--- src/rtl/object_renderer.sv ---
// Multi-object rectangle colouriser for the VGA path: a shadow bank of rectangles is committed
// to an active bank at (0,0), then hit-tested, prioritised and blanked over two register stages.
module object_renderer #(
   parameter int unsigned NUM_OBJ = 4,
   parameter int unsigned CW      = 10,
   parameter int unsigned COLOR_W = 8,
   parameter int unsigned H_BLANK = 96,
   parameter int unsigned V_BLANK = 2,
   localparam int unsigned IW     = (NUM_OBJ > 1) ? $clog2(NUM_OBJ) : 1
) (
   input  logic                   clk,
   input  logic                   reset,
   input  logic [CW-1:0]          h_counter,
   input  logic [CW-1:0]          v_counter,
   input  logic                   wr_en,
   input  logic [IW-1:0]          wr_idx,
   input  logic [CW-1:0]          wr_x,
   input  logic [CW-1:0]          wr_y,
   input  logic [CW-1:0]          wr_w,
   input  logic [CW-1:0]          wr_h,
   input  logic [3*COLOR_W-1:0]   wr_rgb,
   input  logic                   wr_vis,
   input  logic [3*COLOR_W-1:0]   bg_rgb,
   output logic [COLOR_W-1:0]     R,
   output logic [COLOR_W-1:0]     G,
   output logic [COLOR_W-1:0]     B,
   output logic                   de,
   output logic                   frame_start
);

   typedef struct packed {
      logic                 vis;
      logic [CW-1:0]        x;
      logic [CW-1:0]        y;
      logic [CW-1:0]        w;
      logic [CW-1:0]        h;
      logic [3*COLOR_W-1:0] rgb;
   } obj_t;

   obj_t                 r_shadow [NUM_OBJ];
   obj_t                 r_act    [NUM_OBJ];
   logic [3*COLOR_W-1:0] r_col    [NUM_OBJ];
   logic [NUM_OBJ-1:0]   r_hit;
   logic                 r_blank;
   logic [3*COLOR_W-1:0] r_bg;
   logic [COLOR_W-1:0]   r_r;
   logic [COLOR_W-1:0]   r_g;
   logic [COLOR_W-1:0]   r_b;
   logic                 r_de;
   logic                 r_fs;

   obj_t                 w_wr;
   logic                 w_commit;
   logic                 w_blank;
   logic [NUM_OBJ-1:0]   w_hit;
   logic [3*COLOR_W-1:0] w_sel;

   assign w_wr     = '{vis: wr_vis, x: wr_x, y: wr_y, w: wr_w, h: wr_h, rgb: wr_rgb};
   assign w_commit = (h_counter == '0) && (v_counter == '0);
   assign w_blank  = (32'(v_counter) <= V_BLANK) || (32'(h_counter) <= H_BLANK);

   // Out-of-range wr_idx matches no entry, so such writes fall away naturally.
   for (genvar gi = 0; gi < NUM_OBJ; gi++) begin : g_obj
      always_ff @(posedge clk or posedge reset) begin
         if (reset) begin
            r_shadow[gi] <= '0;
            r_act[gi]    <= '0;
            r_col[gi]    <= '0;
         end else begin
            if (wr_en && (wr_idx == IW'(gi))) begin
               r_shadow[gi] <= w_wr;
            end
            if (w_commit) begin
               r_act[gi] <= r_shadow[gi];
            end
            r_col[gi] <= r_act[gi].rgb;
         end
      end
   end

   // Bounds are widened by one bit so rectangles near 2^CW-1 clip instead of wrapping.
   always_comb begin
      w_hit = '0;
      for (int i = 0; i < int'(NUM_OBJ); i++) begin
         w_hit[i] = r_act[i].vis
                  && ({1'b0, h_counter} >= {1'b0, r_act[i].x})
                  && ({1'b0, h_counter} <  ({1'b0, r_act[i].x} + {1'b0, r_act[i].w}))
                  && ({1'b0, v_counter} >= {1'b0, r_act[i].y})
                  && ({1'b0, v_counter} <  ({1'b0, r_act[i].y} + {1'b0, r_act[i].h}));
      end
   end

   always_ff @(posedge clk or posedge reset) begin
      if (reset) begin
         r_hit   <= '0;
         r_blank <= 1'b1;
         r_bg    <= '0;
         r_fs    <= 1'b0;
      end else begin
         r_hit   <= w_hit;
         r_blank <= w_blank;
         r_bg    <= bg_rgb;
         r_fs    <= w_commit;
      end
   end

   // Walk from lowest priority upward so index 0 wins.
   always_comb begin
      w_sel = r_bg;
      for (int i = int'(NUM_OBJ) - 1; i >= 0; i--) begin
         if (r_hit[i]) begin
            w_sel = r_col[i];
         end
      end
   end

   always_ff @(posedge clk or posedge reset) begin
      if (reset) begin
         r_r  <= '0;
         r_g  <= '0;
         r_b  <= '0;
         r_de <= 1'b0;
      end else if (r_blank) begin
         r_r  <= '0;
         r_g  <= '0;
         r_b  <= '0;
         r_de <= 1'b0;
      end else begin
         r_r  <= w_sel[3*COLOR_W-1:2*COLOR_W];
         r_g  <= w_sel[2*COLOR_W-1:COLOR_W];
         r_b  <= w_sel[COLOR_W-1:0];
         r_de <= 1'b1;
      end
   end

   assign R           = r_r;
   assign G           = r_g;
   assign B           = r_b;
   assign de          = r_de;
   assign frame_start = r_fs;

endmodule
--- config.mk ---
export PLATFORM = sky130hd
export DESIGN_NAME = object_renderer
export DESIGN_NICKNAME = d
export VERILOG_FILES = /design/src/rtl/object_renderer.sv
export SDC_FILE = /design/constraint.sdc
export NUM_CORES = 1
export LEC_CHECK = 0
export ABC_AREA = 1
export CORE_AREA = 3 3 284 286
export CTS_CLUSTER_DIAMETER = 40
export DETAILED_ROUTE_END_ITERATION = 10
export DIE_AREA = 0 0 287 289
export SYNTH_ARGS = -nofsm -noshare
export SYNTH_HDL_FRONTEND = slang
export SYNTH_SLANG_ARGS = --single-unit
--- constraint.sdc ---
create_clock -name clk -period 28.8 [get_ports clk]
set_input_delay 7.2 -clock clk [delete_from_list [all_inputs] [get_ports clk]]
set_output_delay 7.2 -clock clk [all_outputs]
set_load 0.005 [all_outputs]
==> metrics.md <==
| Metric | Value |
|---|---|
| Worst Path Arrival | 11.26 ns |
| CTS tree | built |
| FF+latch count, synth | 671 |
| Final RePlAce weighted congestion | 0.8801 |
| Register area | 0.01680 sq mm |
| Seq/Total Area, Yosys | 53.84% |
| Slew HR | 22.38% |
| Mean Syn Cell Area | 8.970 sq um |
| Met3 usage in global routing | 3.084% |
| GRT busiest layer | met2 |
| DR pass1 iterations | 6 |
| Root buf cell | clkbuf_16 |
| GR met1 Demand/Resource | 25.50% |
| Unique cell type count in the Yosys netlist | 33 |
| Detailed-route wire length | 77.01 mm |
| Post-CTS setup buffers | 0 |
| Synthesized instance count | 3477 |
| Vias in the first global route | 22005 |
| Pleak | 0.01971 uW |
| Mapped Nets | 3831 |
| Critical Path RT | 29.38 ns |
| Met2 Use GR | 31.33% |
| Clock Power Share | 52.3% |
| Worst-Margin Slew | 1.164 ns |
| # nets final | 3971 |
| Longest Clk Path Bufs | 3 |
| Multi-input gate area | 0.01270 sq mm |
| Reg clk slew, reported paths | 0.05 ns |
| Avg WL per Cell | 16.21 um |
| Critical Path End Type | register |
| Vias per Instance | 4.783 |
| IO Pins | 140 |
| Layout fillers | 7522 |
| Final worst slack | 18.12 ns |
| Pin count of the biggest net entering global routing | 190 |
| Sequential power share | 42.3% |
| CTS resizes | 0 |
| # setup viols final | 0 |
| First-pass GRT wire length | 123.8 mm |
| Sw power | 594.8 uW |
| Final HPWL DP | 50.79 mm |
| Hold_buf cts | 0 |
| Final cell count without fillers | 4752 |
| Power density cells | 66.18 mW/mm^2 |
| IO buf count | 139 |
| Initial Util | 39.67% |
| H-tree levels | 3 |
| Post-route minimum period | 10.68 ns |
| Worst hold path class | register to register |
| Vias | 22731 |
| Comb power frac | 5.4% |
| Total gr overflow | 0 |
| Worst Skew | 0.01967 ns |
| Worst skew pair latency | 0.65 ns |
| Max Cap Viol | 0 |
| Mapped cell area | 0.03119 sq mm |
| Die area | 0.08294 sq mm |
| Period utilization | 37.07% |
| Maximum VDD drop | 55.72 uV |
| Max Slew Vio Count | 0 |
| Die height | 289 um |
| Status | completed |
| Ant diodes | 0 |
| Synth warnings | 0 |
| Layout area overhead | 19.14% |
| Residual DRC count | 0 |
| Switch share | 24.19% |
| Die width | 287 um |
| Post-DRT Antenna Nets | 0 |
| GRT Util Overall | 18.95% |
| Initial DRC count | 1591 |
| Fin Hold WS | 0.3611 ns |
| Internal cell power | 1864 uW |
| Setup TNS | 0 ns |
| F_max | 93.66 MHz |
| RSZ-0062 raised after global routing | no |
| CORE AREA | 0.07861 sq mm |
| Pre-CTS WS | 17.29 ns |
| Final hold violations | 0 |
| Initial antenna violation count | 0 |
| Share of cells above drive strength 1 | 6.105% |
| CP startpoint kind | input pin |
| TritonCTS buffer count | 99 |
| Critical path peak fanout | 189 |
| Crit Path Category | input pin to register |
| Clk sinks | 671 |
| # rows | 103 |
| Placed Instances | 4566 |
[power groups by stage]
stage          registers [uW]  clock network [uW]  logic [uW]
2_1_floorplan            1050                   0        79.7
3_3_place_gp             1050                   0         134
3_5_place_dp             1050                   0         137
4_1_cts                  1040                1310         138
5_1_grt                  1050                1360         157
6_report                 1040                1290         133
[synth_stat cells, drive strengths merged]
| library cell | n | area, sq um |
|---|---|---|
| o21ai | 397 | 1987 |
| a31oi | 8 | 50.05 |
| nand4 | 24 | 150.1 |
| and2 | 1 | 6.260 |
| nor2 | 152 | 570.6 |
| mux2i | 24 | 240.2 |
| dfstp | 1 | 26.28 |
| dfrtp | 670 | 16770 |
| xor2 | 43 | 376.6 |
| fa | 8 | 160.2 |
| clkinv | 1 | 5.000 |
| buf | 60 | 432.9 |
| nand3 | 56 | 285.3 |
| nor4 | 12 | 87.58 |
| o211ai | 8 | 60.06 |
| ha | 232 | 2903 |
| nand3b | 1 | 7.510 |
| clkbuf | 72 | 270.3 |
| nor3 | 8 | 40.04 |
| nand2 | 1226 | 4602 |
| a21o | 8 | 60.06 |
| o21a | 8 | 60.06 |
| xnor2 | 21 | 183.9 |
| a21oi | 152 | 760.7 |
| inv | 276 | 1036 |
| o21bai | 8 | 60.06 |
[metal layers]
metal | up-vias | routed length (um)
li1 | 11498 | -
met1 | 10672 | 35080
met2 | 431 | 36370
met3 | 130 | 3211
met4 | 0 | 2352
met5 | - | 0
[cell usage in the layout (no fill, tap or decap), types with 69 or more instances in the layout]
cell type,Yosys,layout
a21oi_1,152,152
nand2_1,1226,1224
clkdlybuf4s50_1,0,139
inv_1,274,273
clkbuf_16,0,99
dfrtp_1,670,667
o21ai_0,328,328
ha_1,232,232
nor2_1,152,152
o21ai_1,69,69
[worst max-delay path, stage by stage]
cell	delay, ns
clkdlybuf4s50_1	0.67
nor4_2	0.53
nand3_4	0.84
clkinv_8	0.91
buf_4	0.77
nand2_1	0.10
nand2_1	0.10
[worst paths after layout]
kind                                                to                   start  slack [ns]  depth (start not counted)
worst max-delay path             r_act[87]$_DFFE_PP0P_            h_counter[1]       18.12                          7
worst min-delay path               r_col[26]$_DFF_PP0_   r_act[67]$_DFFE_PP0P_        0.36                          0
worst max register to register      r_hit[0]$_DFF_PP0_  r_act[239]$_DFFE_PP0P_       25.84                         18
worst min register to register     r_col[26]$_DFF_PP0_   r_act[67]$_DFFE_PP0P_        0.36                          0
max in group asynchronous       r_act[255]$_DFFE_PP0P_                   reset       18.44                          5
min in group asynchronous                 de$_DFF_PP0_                   reset        7.17                          2
[state kept, by name, summed over array words and instances (netlist names)]
register     count
r_col           96
de               1
R                8
r_act          260
r_hit            4
B                8
G                8
r_bg            24
r_shadow       260
r_blank          1
frame_start      1
[cell type report]
type	instances	area share, %
clock inverter	68	2.593
sequential	671	45.20
timing repair buffer	171	4.458
multi-input combinational	2397	34.18
clock buffer	118	7.183
tap	1050	3.536
inverter	277	2.852
[through the flow]
step | instance area [sq um] | total power (uW) | util, %
after floorplan | 31190 | 1127 | -
after global placement | 33520 | 1188 | 42.65
after detailed placement | 33520 | 1192 | 42.65
after CTS | 37160 | 2491 | 47.27
after global routing | 37160 | 2561 | 47.27
final | 37160 | 2459 | 47.27
[kinds of logic after synthesis]
group                      after synthesis  share of synthesized area (%)
xor gates and xnor gates                64                          1.797
muxes                                   24                         0.7703
AOI/OAI and AO/OA                      589                          9.741
buffers and inverters                  409                          5.593
DFF                                    671                          53.84
adders and majority gates              240                          9.821
and+or+nand+nor                       1480                          18.43
No activity file was read; power rests on OpenSTA's default activity.
